$ cat src/rtl/ps2_rx_word.sv
// PS/2 keyboard receiver that presents the last scancode, a new flag and an
// error flag as one M-bit word for the data memory's keyboard port.
// Both pins are synchronized. ps2_clk is also debounced before the
// falling-edge strobe drives the frame FSM.
module ps2_rx_word #(
    parameter int M           = 32,
    parameter int FILTER_LEN  = 8,
    parameter int TIMEOUT_CYC = 50000
) (
    input  logic         clk,
    input  logic         rst,
    input  logic         ps2_clk,
    input  logic         ps2_data,
    input  logic         ack,
    output logic [M-1:0] wdPS2,
    output logic         rx_valid
);

    localparam int FW = $clog2(FILTER_LEN + 1);
    localparam int TW = $clog2(TIMEOUT_CYC + 1);

    localparam logic [1:0] IDLE   = 2'd0;
    localparam logic [1:0] DATA   = 2'd1;
    localparam logic [1:0] PARITY = 2'd2;
    localparam logic [1:0] STOP   = 2'd3;

    logic [1:0]    clk_sync;
    logic [1:0]    data_sync;
    logic          clk_s;
    logic          data_s;
    logic          filt_clk;
    logic [FW-1:0] filt_cnt;
    logic          fe;

    logic [1:0]    state;
    logic [2:0]    bit_cnt;
    logic [7:0]    shreg;
    logic          parity;
    logic [TW-1:0] to_cnt;
    logic [7:0]    scancode;
    logic          new_flag;
    logic          err_flag;

    assign clk_s  = clk_sync[1];
    assign data_s = data_sync[1];

    // Two-flop synchronizers for both pins; they idle high like the bus itself.
    // NOTE: every clocked block uses non-blocking assignments so that all flops sample the pre-edge values of their inputs, as real hardware does.
    always_ff @(posedge clk) begin
        if (rst) begin
            clk_sync  <= 2'b11;
            data_sync <= 2'b11;
        end else begin
            clk_sync  <= {clk_sync[0], ps2_clk};
            data_sync <= {data_sync[0], ps2_data};
        end
    end

    // Debounce ps2_clk. The level flips only after FILTER_LEN consecutive
    // samples that disagree with it. fe fires for one cycle on a filtered 1->0.
    always_ff @(posedge clk) begin
        if (rst) begin
            filt_clk <= 1'b1;
            filt_cnt <= '0;
            fe       <= 1'b0;
        end else begin
            fe <= 1'b0;
            if (clk_s == filt_clk) begin
                filt_cnt <= '0;
            end else if (filt_cnt == FW'(FILTER_LEN - 1)) begin
                filt_clk <= clk_s;
                filt_cnt <= '0;
                fe       <= filt_clk;
            end else begin
                filt_cnt <= filt_cnt + FW'(1);
            end
        end
    end

    // Frame FSM, mid-frame timeout, and the scancode/flag registers behind wdPS2.
    always_ff @(posedge clk) begin
        if (rst) begin
            state    <= IDLE;
            bit_cnt  <= '0;
            shreg    <= '0;
            parity   <= 1'b0;
            to_cnt   <= '0;
            scancode <= '0;
            new_flag <= 1'b0;
            err_flag <= 1'b0;
            rx_valid <= 1'b0;
        end else begin
            rx_valid <= 1'b0;

            // Flag sets further down override this clear when both happen together.
            if (ack) begin
                new_flag <= 1'b0;
                err_flag <= 1'b0;
            end

            if (state == IDLE || fe) begin
                to_cnt <= '0;
            end else begin
                to_cnt <= to_cnt + TW'(1);
            end

            if (state != IDLE && !fe && to_cnt == TW'(TIMEOUT_CYC - 1)) begin
                // The PS/2 clock stalled mid-frame. Drop the partial frame without touching the flags.
                state <= IDLE;
            end else if (fe) begin
                case (state)
                    IDLE: begin
                        // A high data bit here is a spurious edge, not a start bit.
                        if (!data_s) begin
                            state   <= DATA;
                            bit_cnt <= '0;
                        end
                    end
                    DATA: begin
                        shreg   <= {data_s, shreg[7:1]};
                        bit_cnt <= bit_cnt + 3'd1;
                        if (bit_cnt == 3'd7) state <= PARITY;
                    end
                    PARITY: begin
                        parity <= data_s;
                        state  <= STOP;
                    end
                    default: begin
                        if (data_s && (^{shreg, parity})) begin
                            scancode <= shreg;
                            new_flag <= 1'b1;
                            rx_valid <= 1'b1;
                        end else begin
                            err_flag <= 1'b1;
                        end
                        state <= IDLE;
                    end
                endcase
            end
        end
    end

    assign wdPS2 = M'({err_flag, new_flag, scancode});

endmodule

$ cat config.mk
export PLATFORM = sky130hd
export DESIGN_NAME = ps2_rx_word
export DESIGN_NICKNAME = d
export VERILOG_FILES = /design/src/rtl/ps2_rx_word.sv
export SDC_FILE = /design/constraint.sdc
export NUM_CORES = 1
export LEC_CHECK = 0
export ABC_AREA = 1
export CAP_MARGIN = 20
export CORE_MARGIN = 2
export CORE_UTILIZATION = 40
export CTS_CLUSTER_DIAMETER = 150
export CTS_CLUSTER_SIZE = 25
export DETAILED_ROUTE_END_ITERATION = 8
export SETUP_SLACK_MARGIN = 0.15
export SLEW_MARGIN = 10
export SYNTH_ARGS = -nofsm -noshare
export SYNTH_HDL_FRONTEND = slang
export SYNTH_SLANG_ARGS = --single-unit
$ cat constraint.sdc
create_clock -name clk -period 3.5 [get_ports clk]
set_input_delay 1.05 -clock clk [delete_from_list [all_inputs] [get_ports clk]]
set_output_delay 1.05 -clock clk [all_outputs]
set_load 0.005 [all_outputs]
==> impl_metrics.json, run 1 <==
{
  "io_pins": 38,
  "timing.final.crit_share": 0.660,
  "grt_pass1_vias": 1829,
  "die_w_um": 84.5,
  "hpwl_um": 3300,
  "tightest_slew_ns": 0.559,
  "slowest_stage": "clkdlybuf4s50_1",
  "overflow": 0,
  "arrival_ns": 2.50,
  "cts_setup_buffers": 0,
  "run_status": "complete, no violations",
  "power.density_nw_per_um2": 358,
  "ys_warn_count": 0,
  "setup.worst_path.class": "input port to register",
  "cts_inserted_buffers": 5,
  "synth_compound_area_frac": 0.100,
  "core-area_um2": 6310,
  "cts_htree_levels": 2,
  "crit_top_cell": "inv_1",
  "grt_max_degree": 23,
  "crit_buf_inv": 3,
  "synth-seq-cells": 51,
  "gp_congestion": 0.808,
  "wire_per_inst_um": 10.0,
  "num_antenna_cells": 0,
  "drt_iter0_drc": 79,
  "critPathMaxStageDelay_ns": 0.67,
  "clock_latency_ns": 0.30,
  "wl_um": 4460,
  "synth-simple-area-share": 0.266,
  "ys_types": 32,
  "cts.repair.resized": 0,
  "die_h_um": 84.5,
  "timing.fmax_mhz": 433,
  "vias_per_cell": 4.48,
  "netlist_area_um2": 2590,
  "setup_viol_count_final": 0,
  "worst_setup_path_end_kind": "register",
  "io_buffer_count": 15,
  "synth-seq-area-share": 0.394,
  "required_ns": 3.69,
  "hold_viol": 0,
  "crit_path_start_kind": "input port",
  "ir_drop_v": 0.000190,
  "p_leak_nw": 1.13,
  "root_buffer": "clkbuf_8",
  "hold_path_class": "register to register",
  "cts_hold_buf": 0,
  "fin_crit_ns": 2.31,
  "cts.sinks": 51,
  "synth_top_family_by_area": "simple AND/OR/NAND/NOR gates",
  "fin_nets": 381,
  "drive_gt1_frac": 0.0652,
  "clockBufferDepth": 2,
  "postPlaceCellArea_um2": 2710,
  "die_area_um2": 7130,
  "grt_use_total": 0.135,
  "ant_nets": 0,
  "cts.clk_slew.worst_paths_ns": 0.09,
  "relSlewSlack": 0.627,
  "initial_utilization": 0.410,
  "first_pass_iters": 4,
  "cts_tree": "yes",
  "synth_xor_area_frac": 0.0406,
  "vias": 1995,
  "maxCapViolations": 0,
  "crit_path_max_fanout": 11,
  "synth.area.mux_share": 0,
  "rsz0062_at_grt": "false",
  "path_cells": "clkdlybuf4s50_1 -> inv_1 -> nand2_1 -> inv_1 -> o21ai_0 -> a21oi_1",
  "design_area_um2": 2810,
  "fill_cells": 658,
  "grt_first_pass_wirelength_um": 7850,
  "setup_tns_ns": 0,
  "path_delay_family": "buffers and inverters",
  "synth_fa_ha_area_frac": 0.0386,
  "drc": 0,
  "syn_inst": 356,
  "syn_avg_cell_area_um2": 7.28,
  "antenna_found_initial": 0,
  "slew_viol_final": 0,
  "rows": 29,
  "clock_skew_ns": 0.0112,
  "syn_to_final_growth_pct": 8.60
}
-- final cells by class --
| type | instances | area [um2] | share of cell area |
|---|---|---|---|
| inverters | 52 | 195 | 0.0694 |
| well taps | 77 | 96.3 | 0.0343 |
| clock buffers | 5 | 68.8 | 0.0245 |
| clock inverters | 2 | 37.5 | 0.0133 |
| multi-input cells | 242 | 1240 | 0.440 |
| flip-flops and latches | 51 | 1020 | 0.363 |
| repair buffers | 16 | 158 | 0.0560 |
-- stage by stage --
step | hold slack (ns) | worst slack, ns | cells | total power, W | utilization
2_1_floorplan | 0.389 | 1.56 | 377 | 0.000633 | -
3_3_place_gp | 0.394 | 0.879 | 438 | 0.000623 | 0.429
3_5_place_dp | 0.398 | 0.854 | 438 | 0.000624 | 0.429
4_1_cts | 0.420 | 1.17 | 445 | 0.00103 | 0.446
5_1_grt | 0.432 | 1.05 | 445 | 0.00105 | 0.446
6_report | 0.418 | 1.19 | 445 | 0.00101 | 0.446
-- worst register-to-register path: cells and delay by family, from the launching register on --
family / cells / cell delay [ns]
compound gates: 2 / 0.24
buf+inv: 2 / 0.32
fa+ha+maj: 1 / 0.26
flops: 1 / 0.39
simple gates: 2 / 0.46
-- cells in the mapped netlist, drive strengths merged --
master	number	area (um2)
buf	27	198
dfxtp	51	1020
o21ai	21	105
o41ai	1	8.76
nand3	11	55.1
or2	4	25.0
nor3b	2	15.0
ha	8	100
clkbuf	5	18.8
clkinv	1	3.75
nor3	10	55.1
nand3b	1	7.51
a31oi	1	6.26
o21a	1	7.51
a21oi	24	124
xnor2	5	43.8
inv	51	191
nor2	38	155
o211ai	1	7.51
xor2	7	61.3
nand4	10	77.6
conb	1	3.75
nand2	75	299
-- layout by cell type (no fill, tap or decap), drive strengths merged --
cell	n
inv	51
clkinvlp	1
bufinv	1
clkinv	1
o21a	1
ha	8
a21oi	24
xor2	7
nand4	10
o41ai	1
buf	1
o211ai	1
a31oi	1
nor2	38
nand3b	1
or2	4
dfxtp	51
nor3	10
xnor2	5
conb	22
nor3b	2
o21ai	21
clkdlybuf4s50	15
nand3	11
nand2	75
clkbuf	5
-- layer usage --
metal  GRT usage  up-vias  wire length, um
li1            -     1094                -
met1       0.161      866             2120
met2       0.236       33             2160
met3      0.0354        2              144
met4      0.0433        0               29
met5           0        -                0
-- path summary, 6_finish.rpt --
| path | start | end | slack (ns) | cells past startpoint |
|---|---|---|---|---|
| setup reg to reg | state[0] | to_cnt[9] | 1.78 | 7 |
| hold reg to reg | data_sync[0] | data_sync[1] | 0.42 | 1 |
| hold / removal | data_sync[0] | data_sync[1] | 0.42 | 1 |
| setup / recovery | rst | to_cnt[9] | 1.19 | 6 |
-- registers in the layout (all words and copies together) (netlist names) --
name,cells
filt_clk,1
to_cnt,16
new_flag,1
clk_sync,2
data_sync,2
fe,1
filt_cnt,4
scancode,8
shreg,8
bit_cnt,3
parity,1
rx_valid,1
state,2
err_flag,1
-- cells by family (layout without fill, tap and decap cells) --
family,count (synthesis),count (layout)
flops,51,51
xor+xnor,12,12
simple gates,151,151
other cells,1,22
buf+inv,84,75
compound gates,49,49
fa+ha+maj,8,8
-- power breakdown --
group	leakage [nW]	total (W)	internal, W	switching, W
Sequential	0.412	0.000585	0.000582	0.00000279
Clock	0.0502	0.000398	0.000209	0.000188
Combinational	0.670	0.0000250	0.00000900	0.0000160
Total	1.13	0.00101	0.000800	0.000207
Note: power is estimated with default switching activity, not from simulation.
==> run 2: changes to the inputs <==
Clock period 3.5 ns to 2.07 ns, I/O delays scaled along.
==> impl_metrics.json, run 2 (synthesized netlist as in run 1, its figures left out) <==
{
  "setup_ws_ns": 0.304,
  "first_pass_iters": 4,
  "arrival_ns": 1.15,
  "wl_um": 4460,
  "num_antenna_cells": 0,
  "io_buffer_count": 15,
  "cts_setup_buffers": 0,
  "grt_first_pass_wirelength_um": 7610,
  "crit_path_max_fanout": 1,
  "timing.fmax_mhz": 566,
  "slew_viol_final": 0,
  "dp_slack_ns": 0.349,
  "rsz0062_at_grt": "false",
  "grt_use_total": 0.130,
  "critPathMaxStageDelay_ns": 0.50,
  "fin_nets": 384,
  "syn_to_final_growth_pct": 9.03,
  "die_area_um2": 7130,
  "cts_inserted_buffers": 5,
  "fin_crit_ns": 1.77,
  "hold_end": "clk_sync[1]",
  "grt_pass1_vias": 1795,
  "cts_tree": "yes",
  "overflow": 0,
  "hold_depth": 1,
  "cts.clk_slew.worst_paths_ns": 0.09,
  "path_delay_family": "buffers and inverters",
  "final_cell_mix": "nand2_1, dfxtp_1, inv_1, nor2_1, a21oi_1",
  "slowest_stage": "clkdlybuf4s50_1",
  "power.density_nw_per_um2": 578,
  "reg_top3": "to_cnt x16, scancode x8, shreg x8",
  "clock_skew_ns": 0.00598,
  "post-route-util": 0.447,
  "rows": 29,
  "fill_cells": 677,
  "r2r_end": "to_cnt[12]",
  "cts_hold_buf": 0,
  "crit_buf_inv": 1,
  "hold_path_class": "register to register",
  "drc": 0,
  "timing.final.crit_share": 0.853,
  "run_status": "complete, no violations",
  "clock_latency_ns": 0.30,
  "maxCapViolations": 0,
  "p_leak_nw": 1.14,
  "drive_gt1_frac": 0.0726,
  "gp_congestion": 0.772,
  "clockBufferDepth": 2,
  "grt_max_degree": 23,
  "largest_reg_flops": 16,
  "root_buffer": "clkbuf_8",
  "cts.sinks": 51,
  "setup_viol_count_final": 0,
  "setup.worst_path.class": "register to output pin",
  "io_pins": 38,
  "r2r-start": "to_cnt[0]",
  "required_ns": 1.45,
  "crit_path_start_kind": "register",
  "core-area_um2": 6310,
  "cts_htree_levels": 2,
  "layout_commonest_cell": "nand2_1",
  "ir_drop_v": 0.000379,
  "wire_per_inst_um": 9.92,
  "top_register": "to_cnt",
  "drt_iter0_drc": 84,
  "hold_viol": 0,
  "min_from": "clk_sync[0]",
  "die_h_um": 84.5,
  "ant_nets": 0,
  "setup_tns_ns": 0,
  "cts.repair.resized": 0,
  "vias_per_cell": 4.61,
  "antenna_found_initial": 0,
  "ff2ff_path_depth": 10,
  "hpwl_um": 3390,
  "vias": 2072,
  "rrSetupSlack_ns": 0.46,
  "die_w_um": 84.5,
  "worst_setup_path_end_kind": "output pin",
  "initial_utilization": 0.410,
  "path_cells": "clkdlybuf4s50_1"
}
-- run 2: cell count changes in the layout (fill, tap and decap cells not counted) --
cell,delta
buf_4,+3
bufinv_16,-1
clkbuf_1,+1
clkbuf_8,+1
clkinv_4,+1
clkinvlp_4,-1
-- run 2: per-stage QoR --
| stage | total power [W] | hold WS, ns | area [um2] | cells |
|---|---|---|---|---|
| after detailed placement | 0.00106 | 0.393 | 2730 | 441 |
| final | 0.00163 | 0.413 | 2820 | 449 |
| after global placement | 0.00106 | 0.392 | 2730 | 441 |
| after floorplan | 0.00107 | 0.389 | 2670 | 377 |
| after global routing | 0.00169 | 0.426 | 2820 | 449 |
| after CTS | 0.00166 | 0.416 | 2820 | 449 |
-- run 2: final cells by class --
type	instances	area [um2]	area share
inverter	52	195	0.0691
timing repair buffer	19	180	0.0638
clock buffer	7	86.3	0.0306
tap	77	96.3	0.0341
multi-input combinational	242	1240	0.438
clock inverter	1	8.76	0.00310
sequential	51	1020	0.362
-- run 2: metal layers --
layer | routed length (um) | part of all wire | track usage | vias to the layer above
met2 | 2070 | 0.47 | 0.216 | 39
li1 | - | - | - | 1097
met4 | 45 | 0.010 | 0.0505 | 0
met5 | 0 | 0 | 0 | -
met1 | 2180 | 0.49 | 0.163 | 931
met3 | 159 | 0.036 | 0.0295 | 5
-- run 2: worst max path at each step --
stage / from / end / slack (ns) / depth (start not counted)
after global placement: rst / filt_cnt[2] / 0.38 / 5
after detailed placement: rst / fe / 0.35 / 5
after CTS: rx_valid / rx_valid / 0.28 / 1
after global routing: to_cnt[0] / to_cnt[12] / 0.23 / 10
final: rx_valid / rx_valid / 0.30 / 1
after floorplan: rst / to_cnt[10] / 0.56 / 6
-- run 2: power breakdown --
group / internal [W] / switching (W) / leakage (nW)
Combinational: 0.0000174 / 0.0000310 / 0.684
Clock: 0.000274 / 0.000323 / 0.0484
Sequential: 0.000984 / 0.00000135 / 0.412
Total: 0.00128 / 0.000355 / 1.14
